## src/rtl/gated_event_counter16.sv

```systemverilog
// Gated event counter: counts synchronised rising edges of EV over a WIN-cycle gate
// and presents a saturating result on Q with a one-cycle VLD strobe.
module gated_event_counter16 #(
    parameter int                WIDTH       = 16,
    parameter int                SYNC_STAGES = 2,
    // Count value loaded at gate start; nonzero only to reach saturation in short gates.
    parameter logic [WIDTH-1:0]  CNT_PRELOAD = '0
) (
    input  logic             CK,
    input  logic             CLR,
    input  logic             START,
    input  logic [WIDTH-1:0] WIN,
    input  logic             EV,
    output logic [WIDTH-1:0] Q,
    output logic             VLD,
    output logic             BUSY,
    output logic             OVF
);

    typedef enum logic [1:0] {
        IDLE  = 2'd0,
        COUNT = 2'd1,
        DONE  = 2'd2
    } state_t;

    localparam logic [WIDTH-1:0] CNT_MAX = '1;
    localparam logic [WIDTH-1:0] REM_ONE = WIDTH'(1);

    logic [SYNC_STAGES-1:0] ev_sync;
    logic                   ev_prev;
    logic                   ev_rise;

    state_t           state, state_n;
    logic [WIDTH-1:0] cnt, cnt_n;
    logic [WIDTH-1:0] rem, rem_n;
    logic             sat, sat_n;
    logic [WIDTH-1:0] q_n;
    logic             ovf_n, vld_n, busy_n;

    // EV is fully asynchronous; ev_rise is a registered single-cycle edge pulse.
    always_ff @(posedge CK or posedge CLR) begin
        if (CLR) begin
            ev_sync <= '0;
            ev_prev <= 1'b0;
            ev_rise <= 1'b0;
        end else begin
            ev_sync <= {ev_sync[SYNC_STAGES-2:0], EV};
            ev_prev <= ev_sync[SYNC_STAGES-1];
            ev_rise <= ev_sync[SYNC_STAGES-1] & ~ev_prev;
        end
    end

    always_ff @(posedge CK or posedge CLR) begin
        if (CLR) begin
            state <= IDLE;
            cnt   <= '0;
            rem   <= '0;
            sat   <= 1'b0;
            Q     <= '0;
            OVF   <= 1'b0;
            VLD   <= 1'b0;
            BUSY  <= 1'b0;
        end else begin
            state <= state_n;
            cnt   <= cnt_n;
            rem   <= rem_n;
            sat   <= sat_n;
            Q     <= q_n;
            OVF   <= ovf_n;
            VLD   <= vld_n;
            BUSY  <= busy_n;
        end
    end

    always_comb begin
        state_n = state;
        cnt_n   = cnt;
        rem_n   = rem;
        sat_n   = sat;
        q_n     = Q;
        ovf_n   = OVF;
        vld_n   = 1'b0;
        busy_n  = BUSY;
        case (state)
            IDLE: begin
                if (START) begin
                    cnt_n  = CNT_PRELOAD;
                    sat_n  = 1'b0;
                    busy_n = 1'b1;
                    if (WIN != '0) begin
                        rem_n   = WIN;
                        state_n = COUNT;
                    end else begin
                        q_n     = '0;
                        ovf_n   = 1'b0;
                        vld_n   = 1'b1;
                        state_n = DONE;
                    end
                end
            end
            COUNT: begin
                if (ev_rise) begin
                    if (cnt == CNT_MAX) sat_n = 1'b1;
                    else                cnt_n = cnt + 1'b1;
                end
                rem_n = rem - 1'b1;
                // Last sample of the gate: publish including this edge's event.
                if (rem == REM_ONE) begin
                    q_n     = cnt_n;
                    ovf_n   = sat_n;
                    vld_n   = 1'b1;
                    state_n = DONE;
                end
            end
            DONE: begin
                busy_n  = 1'b0;
                state_n = IDLE;
            end
            default: begin
                busy_n  = 1'b0;
                state_n = IDLE;
            end
        endcase
    end

endmodule

```

## config.mk

```make
export PLATFORM = sky130hd
export DESIGN_NAME = gated_event_counter16
export DESIGN_NICKNAME = d
export VERILOG_FILES = /design/src/rtl/gated_event_counter16.sv
export SDC_FILE = /design/constraint.sdc
export NUM_CORES = 1
export LEC_CHECK = 0
export CAP_MARGIN = 10
export CORE_ASPECT_RATIO = 0.75
export CORE_UTILIZATION = 30
export CTS_BUF_LIST = sky130_fd_sc_hd__clkbuf_16
export DETAILED_ROUTE_END_ITERATION = 7
export PLACE_DENSITY = 0.49
export SYNTH_ARGS = -nofsm -noshare
export SYNTH_HDL_FRONTEND = slang
export SYNTH_SLANG_ARGS = --single-unit
export TNS_END_PERCENT = 100
```

## constraint.sdc

```tcl
create_clock -name CK -period 5.5 [get_ports CK]
set_input_delay 0.55 -clock CK [delete_from_list [all_inputs] [get_ports CK]]
set_output_delay 0.55 -clock CK [all_outputs]
set_load 0.02 [all_outputs]
```

======== Word level (Yosys, flattened, before mapping) ========
Index checks and enable logic that the tools add are counted.
operators by class
  order comparisons ....................... 0
  mux-type cells .......................... 29
  bitwise logic cells ..................... 3
  equality and inequality tests ........... 7
  div/mod/pow operators ................... 0
  multiply operators ...................... 0
  $add $sub $neg .......................... 2
  shift operators ......................... 0
  reductions and logical operators ........ 8
operators by type and width
  cell                     number
  $mux W16                 8
  $pmux W16 S2             3
  $add A16 B1 Y16 const B  1
  $eq A16 B1 Y1 const B    1
  $eq A16 B16 Y1 const B   1
  $reduce_bool A16 Y1      1
  $sub A16 B1 Y16 const B  1
  $mux W1                  10
  $ne A2 B2 Y1 const B     4
  $pmux W1 S2              4
  $mux W2                  3
  $reduce_and A2 Y1        3
  $pmux W2 S2              1
  $reduce_and A4 Y1        1
  $reduce_and A3 Y1        1
  $eq A2 B1 Y1 const B     1
  $logic_not A2 Y1         1
  $not A1 Y1               2
  $reduce_bool A2 Y1       1
  $and A1 B1 Y1            1
word-level totals
  ROM bits ................................ 0
  memories ................................ 0
  input bits .............................. 20
  register bits after elaboration ......... 58
  bits in latches ......................... 0
  output and inout port bits .............. 19
  bits in writable memories ............... 0

======== Depth between registers and ports, before layout ========
Gate-level depths: netlist (run 1).
  depth in word-level cells ............... 5
  mapped depth ............................ 9

======== Worst setup path after synthesis (run 1) ========
OpenSTA, ideal clock, no wires.
  kind .................................... input-to-reg
  start point ............................. in WIN[15]
  end point ............................... reg Q[10]
  arrival ................................. 2.185 ns
  path slack .............................. 3.187 ns
  data required time ...................... 5.372 ns
  stages on the path ...................... 6
  setup time .............................. 0.128 ns
  path through ............................ or4_1 nor4_2 a32oi_1 or2_0 buf_6 mux2_1
on the way
  longest elaborated chain between the ends .. 3
RTL lines
  what                         line  source
  start: declaration           12    input logic [WIDTH-1:0] WIN,
  $reduce_bool A16 Y1          90    if (WIN != '0) begin
  $ne A2 B2 Y1 (no line)       -
  $reduce_and A4 Y1 (no line)  -
  end signal: assignment       68    Q <= q_n;
  end: declaration             14    output logic [WIDTH-1:0] Q,
Every way passes these cells.
A chain may end at the register's enable or synchronous reset.

======== Worst setup path after layout (run 1) ========
  start point ............................. in WIN[11]
  end point ............................... reg rem[8]
on the way
  longest elaborated chain between the ends .. 3
RTL lines
  what                         line  source
  $reduce_bool A16 Y1          90
  $ne A2 B2 Y1 (no line)       -
  $reduce_and A3 Y1 (no line)  -
  end signal: assignment       66    rem <= rem_n;
  end: declaration             35    logic [WIDTH-1:0] rem, rem_n;
Every way passes these cells.

==> results_dict.tcl, run 1 <==
set metrics [dict create \
    drt_iter0_markers 242 \
    cp.required_ns 5.66 \
    path_buf_inv 1 \
    path_clk_slew_ns 0.05 \
    route.detailed.drc 0 \
    max_slew.worst_pin.slew_ns 1.08 \
    wire_per_inst_um 17.0 \
    hold_violations 0 \
    vias_per_cell 5.38 \
    critical-path-top-delay-family "compound AO/OA/AOI/OAI gates" \
    cp_common_cell "a21oi_1" \
    final-seq-area_um2 1450 \
    place_hpwl_um 5860 \
    r2r_end "rem[8]" \
    period_share_pct 50.9 \
    drive_above_1_share_pct 6.81 \
    cts_tree "built" \
    gp_routability_congestion 0.780 \
    postSynthCellCount 347 \
    pwr-share-clk_pct 38.1 \
    num_rows 32 \
    io-pin-count 39 \
    slowest_stage "or4_1" \
    hold_path_class "reg -> reg" \
    worst_setup_path_end_kind "register" \
    ys_types 51 \
    p_leak_nw 1.59 \
    critical_path_class "in -> reg" \
    seq_area_frac_synth_pct 45.3 \
    start_kind "input port" \
    pwr-share-comb_pct 16.1 \
    crit_arrival_ns 2.96 \
    p_int_mw 0.885 \
    die_w_um 121 \
    cts_num_sinks 58 \
    cellPowerDensity_nw_per_um2 321 \
    clock.fmax_mhz 357 \
    overflow 0 \
    cts_hold_buf 0 \
    netlist_area_um2 3210 \
    min_to "ev_sync[1]" \
    cts_max_path_buffers 2 \
    grt_use_total_pct 17.0 \
    reg2regPathDepth 4 \
    rrSetupSlack_ns 2.78 \
    r2r_start "state[0]" \
    cts_buffers 9 \
    num-fill-cells 1049 \
    clock_latency_ns 0.32 \
    hold_ws_ns 0.346 \
    yosysWarningCount 0 \
    nets 401 \
    antenna_left 0 \
    multiInputGateArea_um2 1600 \
    fin_crit_ns 2.80 \
    relSlewSlack_pct 27.7 \
    synthArstFlopShare_pct 100 \
    status "finished, final reports clean" \
    finClkSkew_ns 0.00505 \
    antenna_cells 0 \
    p_sw_share_pct 30.1 \
    grt_pass1_wl_um 14600 \
    cts_max_level 3 \
    rsz0062_at_grt "no" \
    coreArea_um2 10300 \
    cpPeakStageDelay_ns 0.60 \
    slew_violations 0 \
    min_path_cells 0 \
    crit_path_start "WIN[11]" \
    cts.repair.resized 0 \
    io_buffers 38 \
    die_area_um2 11100 \
    syn_avg_cell_area_um2 9.24 \
    switchingPower_mw 0.381 \
    synthFlopType "dfrtp_1" \
    start_util_pct 31.0 \
    drt-total-wl_um 8830 \
    path_cells "clkdlybuf4s50_1, or4_1, o41ai_1, a21oi_1, o22ai_1, a21oi_1" \
    cts_root_buffer "clkbuf_16" \
    die_h_um 91.5 \
    grt_max_degree 59 \
    maxCapViolCount 0 \
    tns_ns 0 \
    crit_fanout 13 \
    pwr-share-seq_pct 45.8 \
    antenna_found_initial 0 \
    cts_setup_buffers 0 \
    synth_edf_count 0 \
    syn_to_final_growth_pct 23.1 \
    ir_drop_mv 0.152 \
    num_vias 2788 \
    dr.pass1.iters 6 \
    hold_path_startpoint "ev_sync[0]" \
    grt_pass1_vias 2671 \
    finalSetupViolations 0 \
    ys_ff_latch 58 \
    syn_nets 370 \
]
[cells in the mapped netlist (10+ instances only)]
cell type	number	area, µm²
a21oi_1	31	155
a31oi_1	10	62.6
clkbuf_1	19	71.3
dfrtp_1	58	1450
inv_1	16	60.1
nand2_1	27	101
nand3_1	11	55.1
nor2_1	22	82.6
nor3_1	11	55.1
o21ai_0	21	105
o2bb2ai_1	11	96.3
[worst register-to-register path, stage by stage, from the launching register on]
cell and delay, ns:
dfrtp_1 0.91, inv_1 0.45, a21oi_1 0.95, o22ai_1 0.16, a21oi_1 0.17
[routing by layer]
metal  up-vias  share of wire (%)  track usage, %
met4         0                1.2            3.50
met3         9                4.7            4.65
met2        70                 39            22.7
met5         -                  0               0
li1       1368                  -               -
met1      1341                 55            26.6
[cell families (layout without fill, tap and decap cells)]
kind of cell             after synthesis  in the layout  share of synthesized area (%)
XOR/XNOR                               8              8                           2.19
AND/OR/NAND/NOR                      114            114                           19.6
buffers and inverters                 39             74                           4.92
multiplexers                           8              8                           2.65
flip-flops                            58             58                           45.3
AO/OA/AOI/OAI                        117            117                           24.2
adder cells (fa/ha/maj)                3              3                           1.17
[worst max path at each step]
stage | end | slack [ns] | depth (start not counted)
4_1_cts | rem[8] | 2.72 | 6
5_1_grt | rem[15] | 2.49 | 4
3_3_place_gp | Q[7] | 2.40 | 7
3_5_place_dp | rem[8] | 2.40 | 6
6_report | rem[8] | 2.70 | 6
2_1_floorplan | Q[10] | 3.19 | 6
[state kept, by name, indices dropped and copies added (netlist names)]
signal / flops
Q: 16
cnt: 16
rem: 16
ev_sync: 2
state: 2
BUSY: 1
OVF: 1
VLD: 1
ev_prev: 1
ev_rise: 1
sat: 1
[cell type report]
cell class,count,area share (%)
well taps,136,4.31
repair buffers,43,10.6
multi-input cells,250,40.4
inverters,16,1.52
clock inverters,6,0.666
clock buffers,9,5.71
flip-flops and latches,58,36.8
[stage by stage]
stage | std cells | utilization (%) | setup slack, ns | instance area [µm²] | power [mW]
floorplan | 347 | - | 3.19 | 3210 | 0.719
global placement | 503 | 35.8 | 2.40 | 3700 | 0.781
detailed placement | 503 | 35.8 | 2.40 | 3700 | 0.787
CTS | 518 | 38.2 | 2.72 | 3950 | 1.28
global route | 518 | 38.2 | 2.49 | 3950 | 1.34
finish | 518 | 38.2 | 2.70 | 3950 | 1.27
[power groups by stage]
stage	logic (mW)	registers, mW	clock network [mW]
6_report	0.204	0.579	0.482
5_1_grt	0.233	0.593	0.514
4_1_cts	0.205	0.577	0.495
3_5_place_dp	0.204	0.583	0
3_3_place_gp	0.199	0.581	0
2_1_floorplan	0.172	0.547	0
[cell usage in the layout (no fill, tap or decap), types with 6 or more instances in the layout]
master,instances
dfrtp_1,58
clkdlybuf4s50_1,38
a21oi_1,31
nand2_1,27
nor2_1,22
o21ai_0,21
inv_1,16
nor3_1,11
nand3_1,11
o2bb2ai_1,11
a31oi_1,10
clkbuf_16,9
o22ai_1,8
nand4_1,8
and4_1,6
o31ai_1,6
Note: power is estimated with default switching activity, not from simulation.
==> inputs of run 2 (changes only) <==
PLACE_DENSITY = 0.51   (was 0.49)
clock period = 2.2 ns   (was 5.5 ns; I/O delays follow)
==> run 2 against run 1 <==
Compared with the run above: the flow now finishes with violations (negative setup slack); wire length grew 2.5%; sequential power rose by 140%; clock-buffer cell count stayed put; setup slack got worse by 2.7 ns; global-route usage grew 0.43 points; register-to-register slack worse by 2.8 ns; final area increased by 14%; sequential share of layout area shrank 4.4 points; die area unchanged; clock power rose to 2.5 times the previous value; power rose to 2.6 times the previous value.
==> results_dict.tcl, run 2 (synthesized netlist as in run 1, its figures left out) <==
set metrics [dict create \
    r2r_start "rem[1]" \
    pwr-share-comb_pct 21.9 \
    num_rows 32 \
    drt-total-wl_um 9050 \
    antenna_left 0 \
    period_share_pct 102 \
    dp_slack_ns -0.424 \
    die_w_um 121 \
    start_kind "register" \
    route.detailed.drc 0 \
    grt_use_total_pct 17.5 \
    pwr-share-clk_pct 36.3 \
    antenna_found_initial 0 \
    hold_violations 0 \
    drive_above_1_share_pct 21.4 \
    wire_per_inst_um 15.7 \
    die_h_um 91.5 \
    p_leak_nw 1.90 \
    fin_crit_ns 2.24 \
    cts_max_path_buffers 2 \
    rrSetupSlack_ns -0.04 \
    hold_ws_ns 0.257 \
    hold_path_class "in -> async" \
    place_hpwl_um 6380 \
    cts_hold_buf 0 \
    finClkSkew_ns 0.00501 \
    cts_root_buffer "clkbuf_16" \
    gp_routability_congestion 0.796 \
    p_sw_share_pct 29.9 \
    grt_pass1_vias 2792 \
    cts_buffers 9 \
    vias_per_cell 5.17 \
    crit_arrival_ns 2.44 \
    reg_top3 "Q: 16 flops, cnt: 16 flops, rem: 16 flops" \
    io-pin-count 39 \
    num_vias 2978 \
    grt_max_degree 59 \
    grt_pass1_wl_um 14800 \
    violations "negative setup slack" \
    setup_ws_ns -0.0357 \
    nets 459 \
    start_util_pct 31.0 \
    ir_drop_mv 0.399 \
    crit_fanout 7 \
    switchingPower_mw 0.996 \
    slew_violations 0 \
    cts_tree "built" \
    overflow 0 \
    worst_setup_path_end_kind "register" \
    cp.required_ns 2.40 \
    clock_latency_ns 0.33 \
    p_int_mw 2.34 \
    relSlewSlack_pct 62.3 \
    dr.pass1.iters 4 \
    maxCapViolCount 0 \
    path_clk_slew_ns 0.05 \
    pwr-share-seq_pct 41.9 \
    die_area_um2 11100 \
    final_cell_mix "dfrtp_1, buf_4, clkdlybuf4s50_1" \
    drt_iter0_markers 216 \
    cts_max_level 3 \
    status "finished with violations" \
    r2r_end "Q[7]" \
    syn_to_final_growth_pct 39.8 \
    antenna_cells 0 \
    reg2regPathDepth 8 \
    finalSetupViolations 4 \
    clock.fmax_mhz 447 \
    cts_num_sinks 58 \
    coreArea_um2 10300 \
    io_buffers 38 \
    max_slew.worst_pin.slew_ns 0.560 \
    critical_path_class "reg -> reg" \
    cellPowerDensity_nw_per_um2 744 \
    rsz0062_at_grt "yes" \
]
[run 2: cell count changes in the layout (fill, tap and decap cells not counted), moves of 2 or more]
cell,previous run,this run
buf_6,0,3
buf_4,5,58
or4_1,4,1
or4_4,0,3
buf_12,0,2
[run 2: cell type report]
cell class	instances	area [µm²]
Multi-Input combinational cell	250	1660
Tap cell	136	170
Inverter	16	60.1
Clock inverter	6	26.3
Clock buffer	9	225
Timing Repair Buffer	101	890
Sequential cell	58	1450
Fill cell	987	5850
[run 2: layer usage]
metal	global-route usage (%)	vias up	share of wire [%]
li1	-	1494	-
met1	27.8	1427	55
met2	22.4	46	41
met3	3.58	11	2.7
met4	5.97	0	1.0
met5	0	-	0
[run 2: power groups by stage]
stage	logic, mW	registers, mW	clock network, mW
4_1_cts	0.712	1.39	1.23
6_report	0.729	1.40	1.21
2_1_floorplan	0.430	1.37	0
5_1_grt	0.816	1.42	1.29
3_5_place_dp	0.694	1.40	0
3_3_place_gp	0.690	1.40	0
[run 2: repair_timing]
action | 4_1_cts | 5_1_grt
setup endpoints to repair | 16 | 24
endpoints found under the hold margin | 0 | 0
gates resized for setup | 9 | 7
setup buffers | 2 | 1
[run 2: critical path: stages (launching register included)]
cell and delay, ns:
dfrtp_1 0.38, inv_2 0.08, ha_4 0.12, or4b_4 0.48
nor4_4 0.19, a32oi_2 0.15, or2_1 0.26, buf_6 0.15
mux2_1 0.31
[run 2: metrics by stage]
stage | power [mW] | cells | instance area [µm²] | TNS [ns] | util [%]
final | 3.33 | 576 | 4480 | -0.0997 | 43.4
after global routing | 3.53 | 576 | 4480 | -1.48 | 43.4
after floorplan | 1.80 | 347 | 3210 | 0 | -
after detailed placement | 2.09 | 558 | 4130 | -10.22 | 40.0
after CTS | 3.33 | 575 | 4440 | -0.282 | 43.0
after global placement | 2.09 | 558 | 4130 | -10.65 | 40.0
[run 2: worst max-delay path by stage]
stage / start / endpoint / slack, ns / cells after the start
final: rem[1] / Q[7] / -0.04 / 8
after global routing: rem[1] / Q[14] / -0.12 / 8
after CTS: rem[1] / Q[9] / -0.03 / 9
after detailed placement: WIN[15] / Q[9] / -0.42 / 8
after global placement: WIN[15] / Q[1] / -0.40 / 8
after floorplan: rem[1] / Q[10] / 0.04 / 8
==> inputs of run 3 (changes only) <==
GPL_TIMING_DRIVEN = 1   (was not set)
SKIP_LAST_GASP = 1   (was not set)
==> results of run 3 <==
The final DEF is identical to that of run 2; final timing and power are the same.
